===== src/rtl/upe_pkg.sv =====
// upe_pkg: shared word width, NWORDS limit and sequencer state encoding for the upe adders.
package upe_pkg;
  localparam int UPE_WORD_W = 32;
  localparam int UPE_NWORDS_MAX = 256;
  typedef enum logic [1:0] {ST_IDLE = 2'd0, ST_RUN = 2'd1, ST_FLUSH = 2'd2} upe_state_e;
endpackage


===== src/rtl/upe_tripleadd32.sv =====
// upe_tripleadd32: combinational a + b + ci1 then + c + ci2, each stage with its own carry-out.
module upe_tripleadd32
  import upe_pkg::*;
(
  input  logic [UPE_WORD_W-1:0] a,
  input  logic [UPE_WORD_W-1:0] b,
  input  logic [UPE_WORD_W-1:0] c,
  input  logic                  ci1,
  input  logic                  ci2,
  output logic [UPE_WORD_W-1:0] sum,
  output logic                  co1,
  output logic                  co2
);
  logic [UPE_WORD_W-1:0] s1;
  assign {co1, s1}  = {1'b0, a} + {1'b0, b} + {{UPE_WORD_W{1'b0}}, ci1};
  assign {co2, sum} = {1'b0, s1} + {1'b0, c} + {{UPE_WORD_W{1'b0}}, ci2};
endmodule


===== src/rtl/upe_tripleadd_seq.sv =====
// upe_tripleadd_seq: word-serial multi-precision A+B+C with a one-word registered output stage.
module upe_tripleadd_seq
  import upe_pkg::*;
#(
  parameter int NWORDS = 4
) (
  input  logic                  clk,
  input  logic                  rst_n,
  input  logic                  start,
  input  logic                  abort,
  input  logic                  carryin1,
  input  logic                  carryin2,
  input  logic [UPE_WORD_W-1:0] a_word,
  input  logic [UPE_WORD_W-1:0] b_word,
  input  logic [UPE_WORD_W-1:0] c_word,
  input  logic                  in_valid,
  output logic                  in_ready,
  output logic [UPE_WORD_W-1:0] out_word,
  output logic                  out_valid,
  input  logic                  out_ready,
  output logic                  out_last,
  output logic                  carryout1,
  output logic                  carryout2,
  output logic                  busy,
  output logic                  done
);
  localparam int IW = $clog2(NWORDS + 1);
  upe_state_e state_q, state_d;
  logic [IW-1:0] idx_q, idx_d;
  logic c1_q, c1_d, c2_q, c2_d;
  logic [UPE_WORD_W-1:0] out_word_q, out_word_d;
  logic out_valid_q, out_valid_d, out_last_q, out_last_d, done_q, done_d;
  logic [UPE_WORD_W-1:0] sum;
  logic co1, co2, in_hs, out_hs, last_word;
  upe_tripleadd32 u_add (
    .a(a_word), .b(b_word), .c(c_word), .ci1(c1_q), .ci2(c2_q),
    .sum(sum), .co1(co1), .co2(co2)
  );
  assign in_ready  = (state_q == ST_RUN) && (!out_valid_q || out_ready);
  assign in_hs     = in_valid && in_ready;
  assign out_hs    = out_valid_q && out_ready;
  assign last_word = idx_q == IW'(NWORDS - 1);
  always_comb begin
    state_d     = state_q;
    idx_d       = idx_q;
    c1_d        = c1_q;
    c2_d        = c2_q;
    out_word_d  = out_word_q;
    out_valid_d = out_valid_q && !out_hs;
    out_last_d  = out_last_q && !out_hs;
    done_d      = 1'b0;
    if (state_q == ST_IDLE && start) begin
      state_d = ST_RUN;
      c1_d    = carryin1;
      c2_d    = carryin2;
      idx_d   = '0;
    end
    if (in_hs) begin
      out_word_d  = sum;
      out_valid_d = 1'b1;
      out_last_d  = last_word;
      c1_d        = co1;
      c2_d        = co2;
      idx_d       = idx_q + IW'(1);
      state_d     = last_word ? ST_FLUSH : state_q;
    end
    if (state_q == ST_FLUSH && out_hs && out_last_q) begin
      state_d = ST_IDLE;
      done_d  = 1'b1;
    end
    // abort wins over any same-cycle handshake and keeps the carries as they were
    if (abort && state_q != ST_IDLE) begin
      state_d     = ST_IDLE;
      idx_d       = idx_q;
      c1_d        = c1_q;
      c2_d        = c2_q;
      out_word_d  = out_word_q;
      out_valid_d = 1'b0;
      out_last_d  = 1'b0;
      done_d      = 1'b0;
    end
  end
  always_ff @(posedge clk or negedge rst_n) begin
    if (!rst_n) begin
      state_q     <= ST_IDLE;
      idx_q       <= '0;
      c1_q        <= 1'b0;
      c2_q        <= 1'b0;
      out_word_q  <= '0;
      out_valid_q <= 1'b0;
      out_last_q  <= 1'b0;
      done_q      <= 1'b0;
    end else begin
      state_q     <= state_d;
      idx_q       <= idx_d;
      c1_q        <= c1_d;
      c2_q        <= c2_d;
      out_word_q  <= out_word_d;
      out_valid_q <= out_valid_d;
      out_last_q  <= out_last_d;
      done_q      <= done_d;
    end
  end
  assign out_word  = out_word_q;
  assign out_valid = out_valid_q;
  assign out_last  = out_last_q;
  assign carryout1 = c1_q;
  assign carryout2 = c2_q;
  assign busy      = state_q != ST_IDLE;
  assign done      = done_q;
endmodule


===== config.mk =====
export PLATFORM = sky130hd
export DESIGN_NAME = upe_tripleadd_seq
export DESIGN_NICKNAME = d
export VERILOG_FILES = /design/src/rtl/upe_pkg.sv /design/src/rtl/upe_tripleadd32.sv /design/src/rtl/upe_tripleadd_seq.sv
export SDC_FILE = /design/constraint.sdc
export NUM_CORES = 1
export LEC_CHECK = 0
export ABC_AREA = 0
export CELL_PAD_IN_SITES_DETAIL_PLACEMENT = 0
export CELL_PAD_IN_SITES_GLOBAL_PLACEMENT = 2
export CORE_UTILIZATION = 30
export CTS_CLUSTER_DIAMETER = 50
export DETAILED_ROUTE_END_ITERATION = 16
export MAX_ROUTING_LAYER = met4
export PLACE_DENSITY_LB_ADDON = 0.1
export SLEW_MARGIN = 5
export SYNTH_ARGS = -nofsm -noshare
export SYNTH_HDL_FRONTEND = slang
export SYNTH_SLANG_ARGS = --single-unit

===== constraint.sdc =====
create_clock -name clk -period 9.6 [get_ports clk]
set_clock_uncertainty 0.2 [all_clocks]
set_input_delay 2.88 -clock clk [delete_from_list [all_inputs] [get_ports clk]]
set_output_delay 2.88 -clock clk [all_outputs]
set_load 0.005 [all_outputs]

==> results.md <==
Status
- completed — run status

Yosys
- 651 — Post-Syn Instances
- 42 — number of synthesized register bits
- 0.204 — sequential element share of the synthesized area
- 0 — warning count from the yosys run
- 0.00515 mm2 — area of the mapped netlist
- 0 — Post-synth EDFFs
- sky130_fd_sc_hd__dfrtp_1 — Synth Flop Type
- 1.00 — asr flop ratio synth
- 823 — net count after synthesis
- 71 — count of unique library cells instantiated by Yosys
- 7.92 um2 — average instance area after synthesis

Global routing
- 0 — initial antenna violation count
- 70 — maximum number of pins on one net before global-route repair
- 0 — total grt overflow
- 4949 — vias in the first global route
- 0.179 — global-route usage over all layers
- 25.1 mm — wire length of the first global-routing pass

Critical path
- compound AO/OA/AOI/OAI gates — dominant delay contributor by cell family on the critical path
- carryout1 — Reg-to-Reg Start
- flop — nature of the critical path endpoint
- 7.67 ns — endpoint arrival time on the critical path
- 0.61 ns — largest stage delay on the critical path
- 20 — worst r2r path cells
- primary input — CP startpoint kind
- sky130_fd_sc_hd__a2111oi_0 — Worst path slowest cell
- out_word[31] — FF-to-FF End
- 4.54 ns — worst setup slack for register-to-register paths
- 2 — buffers and inverters on the worst path
- clkdlybuf4s50_1 -> fa_1 -> inv_1 -> fa_1 -> nor2b_1 -> o31a_1 -> o21ai_2 -> a21boi_1 -> o211ai_1 -> nand2_1 -> a41oi_1 -> xnor2_1 -> ha_1 -> a21o_1 -> a21o_1 -> a2111oi_0 -> o31ai_1 -> a31oi_1 -> and3_1 -> mux2i_1 -> o311ai_0 — series of cell instances along the critical path
- in2reg — crit path kind
- 7 — CP max FO
- 9.56 ns — required time reported for the critical path endpoint

STA
- 0 — final number of max-transition violations
- 0 ns — total negative slack for setup checks
- 0.346 — Slew headroom
- 0.276 ns — worst hold slack
- 7.71 ns — final period demand of the worst path
- 130 MHz — maximum operating frequency
- 0 — count of final hold-check violations
- 0.803 — final critical-path share of the clock period
- 1.89 ns — least setup slack across all paths after layout
- 0.982 ns — measured slew at the worst slew-check pin
- false — unrepaired setup endpoints after global routing
- 0 — Setup Viol. Count Final

Placement
- 12.9 mm — detailed-placement wirelength estimate
- 142 — number of buffers inserted by port buffering
- 1.61 ns — worst slack at placement
- 0.00679 mm2 — area of placed instances
- 0.830 — placer's final routability congestion estimate

Pwr
- 185 mW/mm2 — total power density per cell area
- 0.000110 V — worst supply voltage drop on vdd
- 2.99 nW — leak pwr
- 0.00128 W — Pwr Total

Clock network
- 0.06 ns — clock transition at the registers of the reported paths
- 2 — buffer levels on the longest clock path
- 0.28 ns — clock latency on the worst-skew pair
- 0 — Resized cells post-CTS
- 5 — Inserted Clock Buffers
- yes — clock tree from TritonCTS
- 2 — H-tree depth
- 0 — Setup Buffers After CTS
- sky130_fd_sc_hd__clkbuf_16 — CTS Root Buffer Type
- 0 — quantity of hold-fixing buffers added after cts
- 42 — TritonCTS Sinks

Job
- 0 — number of maximum-capacitance violations

Cells and area
- 955 — Total Nets Final
- 0.00695 mm2 — cell area after layout
- 141 x sky130_fd_sc_hd__clkdlybuf4s50_1, 74 x sky130_fd_sc_hd__nand2_1, 66 x sky130_fd_sc_hd__a21oi_1 — top library cells by usage in the layout, fill and taps aside
- 0.0357 — fraction of final layout cells sized beyond drive strength 1
- 34.8% — post-synthesis to final-layout area growth
- sky130_fd_sc_hd__clkdlybuf4s50_1 — most common library cell in the layout ignoring fill and taps
- 0 — # diodes

Route
- 271 — number of DRC markers after the initial detailed-route iteration
- 5265 — DR vias
- 15.5 mm — final routed wirelength across all metal layers
- 5.24 — via density per instance
- 15.4 um — DR WL/cell
- 0 — number of remaining DRC errors
- 0 — post-route antenna net violation count
- 5 — number of detailed-routing iterations run before antenna repair

Min path
- out_word[0] — Worst Hold Launch
- reg2reg — worst min-delay path class
- out_word[0] — worst hold path endpoint
- 2 — worst hold path depth

Floorplanning
- 133 um — Die X
- 0.0177 mm2 — Die Area
- 0.0167 mm2 — placeable core region
- 0.309 — Initial Utilization
- 143 — Boundary Pins
- 133 um — die height
- 47 — number of standard-cell rows in the floorplan

[flip-flops by register name (all words and copies together), names as in the netlist]
name / flops
carryout1: 1
out_word: 32
out_valid: 1
state_q: 2
carryout2: 1
out_last: 1
done: 1
idx_q: 3
[synth_stat cells, types with 4 or more instances]
master / instances / area share
sky130_fd_sc_hd__inv_1: 20 / 0.015
sky130_fd_sc_hd__nand2b_1: 12 / 0.015
sky130_fd_sc_hd__o21ai_1: 10 / 0.0097
sky130_fd_sc_hd__nor2b_1: 5 / 0.0061
sky130_fd_sc_hd__nand3_1: 17 / 0.017
sky130_fd_sc_hd__o211ai_1: 5 / 0.0073
sky130_fd_sc_hd__and3_1: 15 / 0.018
sky130_fd_sc_hd__o21ai_0: 45 / 0.044
sky130_fd_sc_hd__xor2_1: 14 / 0.024
sky130_fd_sc_hd__nor3b_1: 6 / 0.0087
sky130_fd_sc_hd__or3_1: 6 / 0.0073
sky130_fd_sc_hd__xnor2_1: 26 / 0.044
sky130_fd_sc_hd__buf_2: 4 / 0.0039
sky130_fd_sc_hd__nor2_1: 43 / 0.031
sky130_fd_sc_hd__a21oi_1: 66 / 0.064
sky130_fd_sc_hd__o21bai_1: 7 / 0.010
sky130_fd_sc_hd__dfrtp_1: 42 / 0.20
sky130_fd_sc_hd__nor4b_1: 4 / 0.0068
sky130_fd_sc_hd__o21a_1: 11 / 0.016
sky130_fd_sc_hd__nand2_1: 75 / 0.055
sky130_fd_sc_hd__fa_1: 4 / 0.016
sky130_fd_sc_hd__nor3_1: 12 / 0.012
sky130_fd_sc_hd__nand3b_1: 4 / 0.0058
sky130_fd_sc_hd__a211oi_1: 8 / 0.012
sky130_fd_sc_hd__a31oi_1: 8 / 0.0097
sky130_fd_sc_hd__a21o_1: 26 / 0.038
sky130_fd_sc_hd__ha_1: 64 / 0.16
sky130_fd_sc_hd__clkbuf_1: 14 / 0.010
sky130_fd_sc_hd__o311ai_0: 4 / 0.0068
[through the flow]
| step | cells | util |
|---|---|---|
| after global routing | 1004 | 0.416 |
| final | 1004 | 0.416 |
| after CTS | 1004 | 0.416 |
| after floorplan | 651 | - |
| after global placement | 996 | 0.406 |
| after detailed placement | 996 | 0.406 |
[worst max path at each step]
stage	from	end	slack, ns	cells past startpoint
after global placement	a_word[0]	out_word[31]	1.65	21
after global routing	a_word[0]	out_word[31]	1.40	21
after CTS	a_word[0]	out_word[31]	1.87	21
final	a_word[0]	out_word[31]	1.89	21
after detailed placement	a_word[0]	out_word[31]	1.61	21
after floorplan	a_word[0]	out_word[31]	2.76	21
[cell families after synthesis]
| logic type | Yosys count | share of synthesized area |
|---|---|---|
| and+or+nand+nor | 218 | 0.208 |
| xor gates and xnor gates | 40 | 0.0680 |
| muxes | 3 | 0.00607 |
| DFF | 42 | 0.204 |
| adders and majority gates | 68 | 0.171 |
| AOI/OAI and AO/OA | 241 | 0.314 |
| buffers and inverters | 39 | 0.0294 |
[tightest hold or removal path, delay by kind of cell, from the launching register on]
family / cells / cell delay, ns
DFF: 1 / 0.34
and+or+nand+nor: 2 / 0.11
[layout make-up]
cell class,instances,area [um2]
Tap cell,220,275
Fill cell,1705,9750
Clock buffer,7,133
Sequential cell,42,1050
Timing Repair Buffer,144,1430
Inverter,20,75.1
Multi-Input combinational cell,570,3950
Clock inverter,1,30.0
[report_power, final]
group | internal (W) | total (W) | switching [W]
Sequential | 0.000251 | 0.000304 | 0.0000524
Combinational | 0.000394 | 0.000792 | 0.000398
Clock | 0.000123 | 0.000188 | 0.0000648
Total | 0.000768 | 0.00128 | 0.000515
[layer usage]
metal  vias up  wire length, um  track usage
li1       2705                -            -
met1      2408             8200        0.266
met2       145             6520        0.265
met3         7              685       0.0176
met4         0              102       0.0255
met5         -                0            -
No activity file was read; power rests on OpenSTA's default activity.
